**config.mk**
```make
export PLATFORM = sky130hd
export DESIGN_NAME = signed_display_driver
export DESIGN_NICKNAME = d
export VERILOG_FILES = /design/src/rtl/seg7_pkg.sv /design/src/rtl/bin2bcd_serial.sv /design/src/rtl/signed_display_driver.sv
export SDC_FILE = /design/constraint.sdc
export NUM_CORES = 1
export LEC_CHECK = 0
export CAP_MARGIN = 20
export CORE_AREA = 2 2 94 96
export CTS_BUF_LIST = sky130_fd_sc_hd__clkbuf_16
export CTS_CLUSTER_SIZE = 28
export DETAILED_ROUTE_END_ITERATION = 12
export DIE_AREA = 0 0 96 98
export PLACE_DENSITY = 0.68
export SLEW_MARGIN = 15
export SYNTH_ARGS = -nofsm -noshare
export SYNTH_HDL_FRONTEND = slang
export SYNTH_HIERARCHICAL = 1
export SYNTH_SLANG_ARGS = --single-unit
```
**constraint.sdc**
```tcl
create_clock -name clk -period 1.93 [get_ports clk]
set_input_delay 0.386 -clock clk [delete_from_list [all_inputs] [get_ports clk]]
set_output_delay 0.386 -clock clk [all_outputs]
set_load 0.01 [all_outputs]
```
**src/rtl/seg7_pkg.sv**
```systemverilog
// Seven-segment glyphs, FSM states and BCD decoder
// shared by the signed display driver slice.
package seg7_pkg;

  localparam logic [6:0] SEG_0     = 7'b1000000;
  localparam logic [6:0] SEG_1     = 7'b1111001;
  localparam logic [6:0] SEG_2     = 7'b0100100;
  localparam logic [6:0] SEG_3     = 7'b0110000;
  localparam logic [6:0] SEG_4     = 7'b0011001;
  localparam logic [6:0] SEG_5     = 7'b0010010;
  localparam logic [6:0] SEG_6     = 7'b0000010;
  localparam logic [6:0] SEG_7     = 7'b1111000;
  localparam logic [6:0] SEG_8     = 7'b0000000;
  localparam logic [6:0] SEG_9     = 7'b0010000;
  localparam logic [6:0] SEG_BLANK = 7'b1111111;
  localparam logic [6:0] SEG_MINUS = 7'b0111111;

  typedef enum logic [1:0] {
    IDLE    = 2'd0,
    CONVERT = 2'd1,
    UPDATE  = 2'd2
  } state_t;

  function automatic logic [6:0] bcd_to_seg(
    input logic [3:0] nibble
  );
    logic [6:0] s;
    case (nibble)
      4'd0:    s = SEG_0;
      4'd1:    s = SEG_1;
      4'd2:    s = SEG_2;
      4'd3:    s = SEG_3;
      4'd4:    s = SEG_4;
      4'd5:    s = SEG_5;
      4'd6:    s = SEG_6;
      4'd7:    s = SEG_7;
      4'd8:    s = SEG_8;
      4'd9:    s = SEG_9;
      default: s = SEG_BLANK;
    endcase
    return s;
  endfunction

endpackage

```
**src/rtl/bin2bcd_serial.sv**
```systemverilog
// Serial shift-add-3 converter: 8-bit binary to
// three BCD digits, one iteration per clock.
module bin2bcd_serial
  import seg7_pkg::*;
(
  input  logic        clk,
  input  logic        rst_n,
  input  logic        start,
  input  logic [7:0]  bin,
  output logic        busy,
  output logic        done,
  output logic [11:0] bcd
);

  logic [11:0] bcd_q;
  logic [11:0] adj;
  logic [7:0]  bin_q;
  logic [2:0]  cnt_q;
  logic        run_q;

  always_comb begin
    adj = bcd_q;
    for (int i = 0; i < 3; i++) begin
      if (bcd_q[i*4 +: 4] >= 4'd5)
        adj[i*4 +: 4] = bcd_q[i*4 +: 4] + 4'd3;
    end
  end

  always_ff @(posedge clk or negedge rst_n) begin
    if (!rst_n) begin
      bcd_q <= '0;
      bin_q <= '0;
      cnt_q <= '0;
      run_q <= 1'b0;
    end else if (start) begin
      bcd_q <= '0;
      bin_q <= bin;
      cnt_q <= '0;
      run_q <= 1'b1;
    end else if (run_q) begin
      {bcd_q, bin_q} <= {adj[10:0], bin_q, 1'b0};
      cnt_q <= cnt_q + 3'd1;
      if (cnt_q == 3'd7)
        run_q <= 1'b0;
    end
  end

  // done marks the edge performing the 8th iteration
  assign done = run_q && (cnt_q == 3'd7);
  assign busy = run_q;
  assign bcd  = bcd_q;

endmodule

```
**src/rtl/signed_display_driver.sv**
```systemverilog
// Captures a signed byte, converts its magnitude to BCD
// and scans sign/hundreds/tens/ones on a 4-digit display.
module signed_display_driver
  import seg7_pkg::*;
#(
  parameter int REFRESH_DIV = 100000
) (
  input  logic       clk,
  input  logic       rst_n,
  input  logic [7:0] value,
  input  logic       load,
  output logic       busy,
  output logic [6:0] seg,
  output logic [3:0] an,
  output logic       dp
);

  localparam int CW = $clog2(REFRESH_DIV);

  state_t        state_q;
  logic          sign_q;
  logic          start;
  logic [7:0]    mag;
  logic          conv_busy;
  logic          conv_done;
  logic [11:0]   bcd;

  logic          d_sign;
  logic [3:0]    d_hund;
  logic [3:0]    d_tens;
  logic [3:0]    d_ones;

  logic [CW-1:0] ref_q;
  logic [1:0]    dig_q;
  logic [6:0]    seg_d;
  logic [3:0]    an_d;
  logic [6:0]    seg_q;
  logic [3:0]    an_q;

  assign start = (state_q == IDLE) && load;
  assign mag   = value[7] ? (~value + 8'd1) : value;

  bin2bcd_serial u_conv (
    .clk   (clk),
    .rst_n (rst_n),
    .start (start),
    .bin   (mag),
    .busy  (conv_busy),
    .done  (conv_done),
    .bcd   (bcd)
  );

  always_ff @(posedge clk or negedge rst_n) begin
    if (!rst_n) begin
      state_q <= IDLE;
      sign_q  <= 1'b0;
      d_sign  <= 1'b0;
      d_hund  <= '0;
      d_tens  <= '0;
      d_ones  <= '0;
    end else begin
      unique case (state_q)
        IDLE: begin
          if (load) begin
            sign_q  <= value[7];
            state_q <= CONVERT;
          end
        end
        CONVERT: begin
          if (conv_done)
            state_q <= UPDATE;
        end
        UPDATE: begin
          d_sign  <= sign_q;
          d_hund  <= bcd[11:8];
          d_tens  <= bcd[7:4];
          d_ones  <= bcd[3:0];
          state_q <= IDLE;
        end
        default: state_q <= IDLE;
      endcase
    end
  end

  always_ff @(posedge clk or negedge rst_n) begin
    if (!rst_n) begin
      ref_q <= '0;
      dig_q <= '0;
    end else if (ref_q == CW'(REFRESH_DIV - 1)) begin
      ref_q <= '0;
      dig_q <= dig_q + 2'd1;
    end else begin
      ref_q <= ref_q + CW'(1);
    end
  end

  // leading zeros are blanked; the ones digit always shows
  always_comb begin
    seg_d = SEG_BLANK;
    an_d  = 4'b1111;
    unique case (dig_q)
      2'd0: begin
        an_d  = 4'b1110;
        seg_d = bcd_to_seg(d_ones);
      end
      2'd1: begin
        an_d = 4'b1101;
        if (d_hund != 4'd0 || d_tens != 4'd0)
          seg_d = bcd_to_seg(d_tens);
      end
      2'd2: begin
        an_d = 4'b1011;
        if (d_hund != 4'd0)
          seg_d = bcd_to_seg(d_hund);
      end
      default: begin
        an_d  = 4'b0111;
        seg_d = d_sign ? SEG_MINUS : SEG_BLANK;
      end
    endcase
  end

  always_ff @(posedge clk or negedge rst_n) begin
    if (!rst_n) begin
      seg_q <= SEG_BLANK;
      an_q  <= 4'b1111;
    end else begin
      seg_q <= seg_d;
      an_q  <= an_d;
    end
  end

  assign busy = conv_busy || (state_q != IDLE);
  assign seg  = seg_q;
  assign an   = an_q;
  assign dp   = 1'b1;

endmodule

```
After elaboration in Yosys (flattened, before gate mapping):

Memories as Yosys holds them, arrays and structs flattened.
Cells that the tools add are included.

* memory bits (writable): 0
* word-level logic and storage cells: 70
* bits in latches: 0
* memory bits (read-only): 336
* input bits: 11
* memories: 3
* bits in registers: 70
* output and inout bits: 13

Memories
* (name not given): depth 16, bits a word 7, rd ports 1, clocked after memory_dff 0, write ports 0, line seg7_pkg.sv:28 `case (nibble)`
* (name not given): depth 16, bits a word 7, rd ports 1, clocked after memory_dff 0, write ports 0, line seg7_pkg.sv:28
* (name not given): depth 16, bits a word 7, rd ports 1, clocked after memory_dff 0, write ports 0, line seg7_pkg.sv:28

* muxes and demuxes: 22
* equal/unequal tests: 8
* div/mod/pow operators: 0
* magnitude comparators: 3
* shifts and indexed selects: 0
* add/subtract/negate cells: 7
* bitwise logic cells: 1
* reduce and logical (&&, ||, !) cells: 12
* multiply operators: 0

Operators with widths (number)
* 2-to-1 mux 12 bit: 2
* 2-to-1 mux 8 bit: 3
* 2-to-1 mux 7 bit: 3
* one-hot mux 7 bit (3 select lines): 1
* adder 17 x 1 -> 17 bit (second input constant): 1
* == test 17 bit (second input constant): 1
* 2-to-1 mux 17 bit: 1
* greater-or-equal comparator 4 x 3 -> 1 bit (second input constant): 3
* one-hot mux 4 bit (3 select lines): 1
* 2-to-1 mux 3 bit: 3
* adder 4 x 2 -> 4 bit (second input constant): 2
* adder 8 x 1 -> 8 bit (second input constant): 1
* 2-to-1 mux 4 bit: 2
* inverter 8 bit: 1
* nonzero test 4 bit: 2
* == test 2 x 1 -> 1 bit (second input constant): 2
* == test 2 bit (second input constant): 2
* zero test 2 bit: 2
* 2-to-1 mux 2 bit: 2
* inequality test 2 bit (second input constant): 2
* one-hot mux 2 bit (2 select lines): 1
* AND reduction 2 bit: 2
* nonzero test 2 bit: 2
* adder 3 x 1 -> 3 bit (second input constant): 1
* 6 further kinds: 10

Logic depth before layout (Yosys ltp):

* depth in word-level cells: 4
* depth in mapped cells: 7

Modules after synthesis:

The synthesis kept the hierarchy.

Modules (own cells, without submodules)
* signed_display_driver: instances 1, area an instance 2736.4 um^2, cells an instance 277
* bin2bcd_serial: instances 1, area an instance 1318.8 um^2, cells an instance 132

Worst setup path after synthesis:

Ideal clock, no wire load.

* path type: register to register
* start point: register ref_q[11]
* end point: register dig_q[1]
* buffers on the path: 0
* clock period less this slack: 1761 ps
* setup slack: 169 ps
* cell stages (with the launch flop): 5
* arrival: 1634 ps
* data required time: 1802 ps
* path through: dfrtp_1 -> or4_1 -> nor4b_2 -> and3_1 -> mux2_1

* longest elaborated chain between the ends: 1

RTL lines
* from (decl): line signed_display_driver.sv:33 `logic [CW-1:0] ref_q;`
* from (signal assigned): line signed_display_driver.sv:93 `ref_q <= ref_q + CW'(1);`
* == test 17 bit: line signed_display_driver.sv:89 `end else if (ref_q == CW'(REFRESH_DIV - 1)) begin`
* to (signal assigned): line signed_display_driver.sv:91 `dig_q <= dig_q + 2'd1;`
* to (decl): line signed_display_driver.sv:34 `logic [1:0] dig_q;`

Every way passes these cells.
A chain may end at the register's enable or synchronous reset.

Final worst setup path:

* start point: register d_tens[0]
* end point: register seg_q[4], in the netlist seg[4]

* longest elaborated chain between the ends: 4
* elaborated cells between the ends (all ways): 5

RTL lines
* from (decl): line signed_display_driver.sv:30 `logic [3:0] d_tens;`
* from (signal assigned): line signed_display_driver.sv:76 `d_tens <= bcd[7:4];`
* branches (longest 2 deep; another with memory read (16 x 7 bit))
* 2-to-1 mux 7 bit *: line signed_display_driver.sv:108 `if (d_hund != 4'd0 || d_tens != 4'd0)`
* one-hot mux 7 bit (3 select lines) *: line signed_display_driver.sv:101 `unique case (dig_q)`
* via seg_d[4]: line signed_display_driver.sv:35 `logic [6:0] seg_d;`
* to (signal assigned): line signed_display_driver.sv:128 `seg_q <= seg_d;`
* to (decl): line signed_display_driver.sv:37 `logic [6:0] seg_q;`

Mark *: on every way through the listed nets, which the timed path passes.

==> flow_summary_export.csv <==
group,metric,value,unit
clock_network,root_buffer,"clkbuf_16",
grt,met1_usage,23.85,%
setup_path,r2r_cells,6,
timing,setup_tns,0,ns
routing,via_per_inst,5.400,
logic_synthesis,netlist_instances,409,
floorplan,io_pins,24,
placed_design,gp_congestion,0.9373,
timing,setup_slack,0.1249,ns
routing,antenna_left,0,
clock_network,clock_latency,0.33,ns
setup_path,r2r_start,"d_tens[0]",
outcome,status,"complete, no violations",
timing,finalClockSkew,0.005584,ns
worst_hold_path,hold_class,"in -> async",
logic_synthesis,yosysTopAreaCell,"dfrtp_1",
placed_design,port_buffers,22,
clock_network,cts_setup_buffers,0,
setup_path,cp-startpoint,"d_tens[0]",
routing,drcViolationCount,0,
setup_path,crit_arrival,2.04,ns
power,p_leak,2.111,nW
timing,setup_viol,0,
logic_synthesis,synth_top_area_share,36.41,%
routing,dr.pass1.iters,4,
logic_synthesis,synth_commonest_cells,"dfrtp_1 (59), nand2_1 (36), ha_1 (33)",
logic_synthesis,ys_seq_area_share,43.54,%
final_layout,n_antenna_cell,0,
floorplan,die_h,98,um
setup_path,required,2.17,ns
timing,fin_crit,1.805,ns
logic_synthesis,syn_area,0.004055,mm2
setup_path,regToRegSetupSlack,0.12,ns
timing,period_share,93.53,%
logic_synthesis,syn_nets,453,
grt,grt_usage,17.71,%
logic_synthesis,ys_ff_latch,70,
setup_path,r2r-end,"seg[4]",
routing,vias,2986,
clock_network,htree_levels,3,
final_layout,area_growth,18.57,%
placed_design,dp_hpwl,5228,um
grt,grt.met2_usage,27.35,%
setup_path,cp-end-kind,"flop",
clock_network,cts_buffers,9,
final_layout,design_area,0.004808,mm2
routing,drt_iter0_drc,144,
logic_synthesis,synth_edf_count,0,
power,ir_drop,0.0004908,V
grt,grt-busiest-layer,"met2",
grt,gr-total-overflow,0,
clock_network,clk_pin_slew_worst_paths,0.05,ns
logic_synthesis,synth_top_flop_cell,"dfrtp_1",
logic_synthesis,synth.most_common_cell,"dfrtp_1",
power,power,6.439,mW
placed_design,placed_area,0.004446,mm2
timing,fmax,554.0,MHz
logic_synthesis,async_reset_ff_share,100.0,%
setup_path,startpoint_type,"flop",
floorplan,die_w,96,um
clock_network,cts_tree,"yes",
routing,routed_wirelength,7467,um
job,cap_violations,0,
floorplan,fp-row-count,34,
timing,rsz0062_at_grt,"false",
floorplan,dieArea,0.009408,mm2
clock_network,clock_path_buffers,2,
routing,wire_per_inst,13.50,um
logic_synthesis,yosys.cell_types.count,59,
logic_synthesis,yosysWarnings,6,
timing,drv_slew,0,
placed_design,post-place-ws,0.07410,ns
grt,grt_pass1_vias,2846,
setup_path,crit_type,"reg -> reg",
logic_synthesis,ys_top_cells_by_area,"dfrtp_1 (36%), ha_1 (10%), dfstp_2 (7.1%), xnor2_1 (4.1%), nand2_1 (3.3%)",
final_layout,nNetsFinal,484,
final_layout,layout-drive-gt1-share,13.48,%
timing,final_hold_viol_count,0,
clock_network,cts.sinks,70,
floorplan,initial_core_util,47.90,%
power,power_density,1339,mW/mm2
final_layout,fin_util,56.80,%
logic_synthesis,avgSynthCellArea,9.915,um2
setup_path,worstPathMaxFanout,5,
grt,grt_max_degree,71,
floorplan,coreArea,0.008466,mm2
grt,antenna_found_initial,0,
grt,grt_use_met3,3.704,%
grt,grt_pass1_wl,13140,um
-- worst max path at each step --
| stage | endpoint | slack, ns | cells after the start |
|---|---|---|---|
| after floorplan | dig_q[1] | 0.17 | 4 |
| final | seg[4] | 0.12 | 6 |
| after global placement | u_conv/bcd[4] | 0.09 | 6 |
| after detailed placement | u_conv/bcd[5] | 0.07 | 5 |
| after CTS | dig_q[1] | 0.11 | 4 |
| after global routing | seg[6] | 0.02 | 6 |
-- area by class of cell --
class / instances / area, um2
clock inverter: 7 / 137.6
multi-input combinational: 294 / 2096
tap: 108 / 135.1
inverter: 27 / 101.3
clock buffer: 9 / 225.2
timing repair buffer: 38 / 346.6
fill: 750 / 3657
sequential: 70 / 1767
-- cells in the final DEF (no fill, tap or decap), types with 7 or more instances in the layout --
cell type        count
mux2_2               9
dfrtp_1             58
clkdlybuf4s50_1     20
nand4_1              9
xnor2_1             19
nand3_1             11
o21ai_0             27
a21oi_1             14
nor2_1              25
ha_1                33
mux2i_1             13
clkbuf_16            9
nor3_1               7
nand2b_1             9
dfstp_2             11
inv_1               28
nand2_1             36
buf_4               15
-- metrics by stage --
stage	instances	hold slack (ns)
6_report	553	0.04945
5_1_grt	553	0.1162
4_1_cts	553	0.09493
3_5_place_dp	537	0.4419
3_3_place_gp	537	0.4398
2_1_floorplan	409	0.09041
-- cells by family (layout without fill, tap and decap cells) --
logic type	after synthesis	after routing	share of synthesized area, %
buffers and inverters	45	81	4.906
xor gates and xnor gates	24	24	5.184
other	1	1	0.09248
and+or+nand+nor	136	136	18.02
AOI/OAI and AO/OA	77	77	12.10
muxes	23	23	5.986
adders and majority gates	33	33	10.18
DFF	70	70	43.54
-- where the power goes --
part / total [mW] / switching (mW) / internal, mW
clock network: 1.99 / 0.605 / 1.39
registers: 2.18 / 0.326 / 1.86
logic: 2.26 / 1.18 / 1.08
-- registers in the layout (all words and copies together), names as in the netlist --
register	flops
an	4
d_hund	4
d_ones	4
d_sign	1
d_tens	4
dig_q	2
ref_q	17
seg	7
sign_q	1
state_q	2
u_conv/bcd	12
u_conv/bin_q	8
u_conv/busy	1
u_conv/cnt_q	3
-- critical path, stage by stage, from the launching register on --
cell and delay (ns):
dfrtp_1 0.39, inv_1 0.11, ha_1 0.22, and4bb_2 0.26
or3_1 0.34, o2111ai_1 0.28, nand4_1 0.13
-- timing repair --
item,4_1_cts,5_1_grt
cloned,0,0
setup endpoints to repair,1,1
gates resized for setup,1,1
hold buffers,0,0
-- metal layers --
metal / up-vias / wire (um)
met5: - / 0
met2: 54 / 3495
met3: 19 / 252
met4: 0 / 196
li1: 1492 / -
met1: 1421 / 3522
Power figures use the tool's default switching activity.
==> patch 1 (same flow settings) <==
Register the output `seg` once more, cleared by the reset; this adds one clock of latency there. The other outputs are not delayed to match.
--- a/src/rtl/signed_display_driver.sv
+++ b/src/rtl/signed_display_driver.sv
@@ -131,7 +131,13 @@
   end
 
   assign busy = conv_busy || (state_q != IDLE);
-  assign seg  = seg_q;
+  always_ff @(posedge clk or negedge rst_n) begin
+    if (!rst_n) begin
+      seg <= '0;
+    end else begin
+      seg <= seg_q;
+    end
+  end
   assign an   = an_q;
   assign dp   = 1'b1;
 
Behaviour: not the same (a bounded check fails within 4 cycles, from zero or initial values and one cycle with rst_n low).
==> patch 1 against the original RTL <==
  * Clock skew rose by 0.0014 ns
  * Sequential cell count increased by 7
  * Sequential power is 9% higher
  * Final area increased by 2.4%
  * Synthesized area up 4.3%
  * Routed wire length rose by 2.8%
  * Total power decreased by 3.2%
  * Setup slack lost 0.031 ns
  * Critical path type unchanged
  * Largest power group is now registers
==> patch 1: results (changes against the original RTL) <==
* Worst Hold Class: in -> async
* Synth cell count leaders: dfrtp_1, nand2_1, ha_1
* Total inserted antenna cells at 0 (unchanged)
* Worst vdd ir at 621.0 uV (+27%)
* Post-synth ARST share at 100.0% (unchanged)
* CTS Buf Count at 9 (unchanged)
* Port Buffers at 22 (unchanged)
* Post-Syn Nets at 460 (+1.5%)
* Syn. warnings at 6 (unchanged)
* Max FFs per register at 17 (unchanged)
* Worst-path fanout max at 4 (-1)
* Clock skew at 0.006989 ns (+0.001405 ns)
* Worst-path clk slew at ~0.06 ns
* Synth area leaders: dfrtp_1, ha_1, dfstp_2
* Drt wl/cell at 13.63 um (+0.97%)
* DPL Wire Length at 5386 um (+3.0%)
* Largest net degree at the start of global routing at 78 (+9.9%)
* Main flop type after synthesis: dfrtp_1
* FF-to-FF path depth at 4 (-2)
* Arrival @ worst endpoint at 2.06 ns (+0.02 ns)
* 1st-iter DRT viols at 119 (-17%)
* Layout cells sized above 1 at 13.63% (+0.14 points)
* Final nets at 494 (+2.1%)
* First-pass GRT wire length at 13250 um (+0.89%)
* Slowest-stage cell, CP: or4_1
* Root Buffer: clkbuf_16
* Max incr delay on CP at 0.55 ns (+0.16 ns)
* Status: finished clean
* Static leakage at 2.174 nW (+3.0%)
* Antenna violations before repair at 0 (unchanged)
* Vias at 3067 (+2.7%)
* Placer congestion estimate at 0.8483 (-9.5%)
* Gr usage total at 17.87% (+0.16 points)
* Clock buffer depth at 2 (unchanged)
* Vias in the first global route at 2983 (+4.8%)
* Netlist cell types at 59 (unchanged)
* Post-synthesis sequential area ratio at 45.87% (+2.3 points)
* DR pass1 iterations at 4 (unchanged)
## patch 1: cell types whose count changed after synthesis, sizes merged
cell   before  now
dfrtp      59   66
## patch 1: per-layer routing
metal / global-route usage [%] / share of wire, %
met1: 22.80 / 46
met2: 29.11 / 50
met3: 3.935 / 3.0
met4: 7.363 / 1.4
met5: 0 / 0
## patch 1: worst paths after layout
kind                            end  slack [ns]  startpoint
max in group asynchronous     an[0]        1.55       rst_n
setup reg to reg           dig_q[1]        0.09   ref_q[11]
setup / recovery           dig_q[1]        0.09   ref_q[11]
min in group clk             seg[5]        0.39    seg_q[5]
hold reg to reg              seg[5]        0.39    seg_q[5]
hold / removal               seg[4]        0.04       rst_n
## patch 1: report_power, final
part           internal (W)  switching, W  leakage [nW]
logic               0.00110       0.00121          1.06
registers           0.00203      0.000338         0.981
clock network      0.000872      0.000678         0.131
## patch 1: logic make-up (layout without fill, tap and decap cells)
logic type      after synthesis  in the layout  share of synthesized area, %
simple gates                136            136                         17.27
fa+ha+maj                    33             33                         9.761
other cells                   1              1                       0.08865
xor+xnor                     24             24                         4.969
flops                        77             77                         45.87
buf+inv                      45             84                         4.702
mux                          23             23                         5.738
compound gates               77             77                         11.59
## patch 1: area by class of cell
type / instances / area, um^2
multi-input combinational: 294 / 2101
fill: 734 / 3541
clock inverter: 7 / 50.05
sequential: 77 / 1941
timing repair buffer: 41 / 371.6
clock buffer: 9 / 225.2
inverter: 27 / 101.3
tap: 108 / 135.1
## patch 1: timing repair
item	4_1_cts	5_1_grt
setup endpoints to repair	1	1
resized for setup	1	1
setup buffers	2	0
hold buffers	0	0
## patch 1: per-stage QoR
stage / power, W / cells / instance area (um^2) / setup WS, ns
floorplan: 0.004028 / 416 / 4230 / 0.1685
global placement: 0.004584 / 545 / 4631 / 0.1027
detailed placement: 0.004685 / 545 / 4631 / 0.07128
CTS: 0.006255 / 563 / 4920 / 0.09500
global route: 0.006717 / 563 / 4925 / 0.01953
finish: 0.006234 / 563 / 4925 / 0.09428
==> patch 2 (same settings) <==
Without the edit above. `REFRESH_DIV`: 100000 -> 50000.
--- a/src/rtl/signed_display_driver.sv
+++ b/src/rtl/signed_display_driver.sv
@@ -3,7 +3,7 @@
 module signed_display_driver
   import seg7_pkg::*;
 #(
-  parameter int REFRESH_DIV = 100000
+  parameter int REFRESH_DIV = 50000
 ) (
   input  logic       clk,
   input  logic       rst_n,
Behaviour: same outputs for any inputs over 10 cycles, from zero or initial values and one cycle with rst_n low; that may be too few to reach the edited logic, so the function may still have changed.
==> patch 2 against the original RTL <==
  * Synthesized cell count down 1.2%
  * Core utilization is 1.1 points lower
  * Hold slack improved by 0.0065 ns
  * Global-route usage down 0.58 points
  * Total power is 2.0% lower
  * Clock power shrank 6%
  * Highest routed layer unchanged
  * Final area fell by 1.9%
  * Non-clock buffer count down 5
  * Routed wire length fell by 1.6%
  * Sequential cell count down 1
  * Setup slack better by 0.023 ns
  * Synthesized area shrank 0.86%
==> patch 2: results (changes against the original RTL) <==
* DR vias/cell at 5.401 (about the same)
* Syn. warnings at 6 (unchanged)
* Final WL at 7346 um (-1.6%)
* Synth cell count leaders: dfrtp_1, nand2_1, ha_1
* FF-to-FF Start: d_hund[1]
* Final nets at 474 (-2.1%)
* Layout cells sized above 1 at 12.41% (-1.1 points)
* Status: finished clean
* Worst vdd ir at 546.1 uV (+11%)
* Layout fillers at 748 (-0.27%)
* Netlist cell types at 59 (unchanged)
* Post-Syn Nets at 448 (-1.1%)
* R2r setup slk at 0.17 ns (+0.05 ns)
* Max incr delay on CP at 0.42 ns (+0.03 ns)
* Total inserted antenna cells at 0 (unchanged)
* Largest net degree at the start of global routing at 70 (-1.4%)
* Arrival @ worst endpoint at 1.40 ns (-0.64 ns)
* Static leakage at 2.076 nW (-1.7%)
* FF-to-FF path depth at 7 (+1)
* First-pass GRT wire length at 12820 um (-2.4%)
* Vias in the first global route at 2810 (-1.3%)
* Gr usage total at 17.14% (-0.58 points)
* Synthesized instance count at 404 (-1.2%)
* Drt wl/cell at 13.53 um (+0.19%)
* 1st-iter DRT viols at 106 (-26%)
* Clock skew at 0.006069 ns (+0.0004850 ns)
## patch 2: changes by cell type after synthesis, sizes merged, moves of 3 or more
cell	change
nand3b	-3
o21ai	+4
nand4	-4
nand2b	+4
o221ai	+6
xnor2	-5
## patch 2: worst max path at each step
stage | to | slack (ns) | cells past startpoint | start
after global routing | seg[1] | 0.04 | 7 | d_hund[1]
after detailed placement | u_conv/bcd[1] | 0.08 | 5 | load
after CTS | busy | 0.14 | 2 | state_q[1]
final | busy | 0.15 | 2 | state_q[1]
after floorplan | ref_q[9] | 0.33 | 4 | ref_q[7]
after global placement | u_conv/bcd[4] | 0.08 | 6 | load
## patch 2: power by group
| group | switching, W | internal [W] |
|---|---|---|
| combinational | 0.00122 | 0.00106 |
| clock | 0.000613 | 0.00125 |
| sequential | 0.000345 | 0.00183 |
## patch 2: routing by layer
metal / global-route usage [%] / part of all wire [%] / vias to the layer above
met5: 0 / 0 / -
met3: 2.855 / 3.0 / 21
met4: 9.670 / 3.6 / 0
met2: 25.85 / 45 / 55
li1: - / - / 1481
met1: 23.15 / 49 / 1376
## patch 2: stage by stage
stage	hold slack (ns)	area, um^2	setup WS (ns)	utilization [%]
finish	0.05594	4716	0.1475	55.71
global route	0.1104	4716	0.04433	55.71
global placement	0.4245	4378	0.08216	51.71
detailed placement	0.4209	4378	0.08359	51.71
CTS	0.09115	4716	0.1368	55.71
floorplan	0.09041	4020	0.3283	-
## patch 2: logic make-up after synthesis
kind of cell / Yosys count / synth area share (%)
AO/OA/AOI/OAI: 84 / 13.66
XOR/XNOR: 21 / 4.575
adder cells (fa/ha/maj): 33 / 10.27
buffers and inverters: 45 / 4.824
flip-flops: 69 / 43.29
multiplexers: 22 / 5.758
other: 1 / 0.09328
AND/OR/NAND/NOR: 129 / 17.52
## patch 2: worst register-to-register path, cell delays in order, from the launching register on
cell,delay (ns)
dfrtp_1,0.42
inv_1,0.08
buf_4,0.15
ha_1,0.28
o21ai_0,0.14
o31ai_1,0.13
a221oi_1,0.38
nand2_1,0.09
## patch 2: timing repair
action | CTS | global route
endpoints found under the setup margin | 1 | 0
buffers inserted | 0 | 0
hold buffers | 0 | 0
gates resized for setup | 1 | 0
## patch 2: area by class of cell
type / count / area share [%]
repair buffers: 33 / 6.553
multi-input cells: 290 / 44.34
clock buffers: 9 / 4.776
well taps: 108 / 2.865
flip-flops and latches: 69 / 36.91
clock inverters: 7 / 2.414
inverters: 27 / 2.149
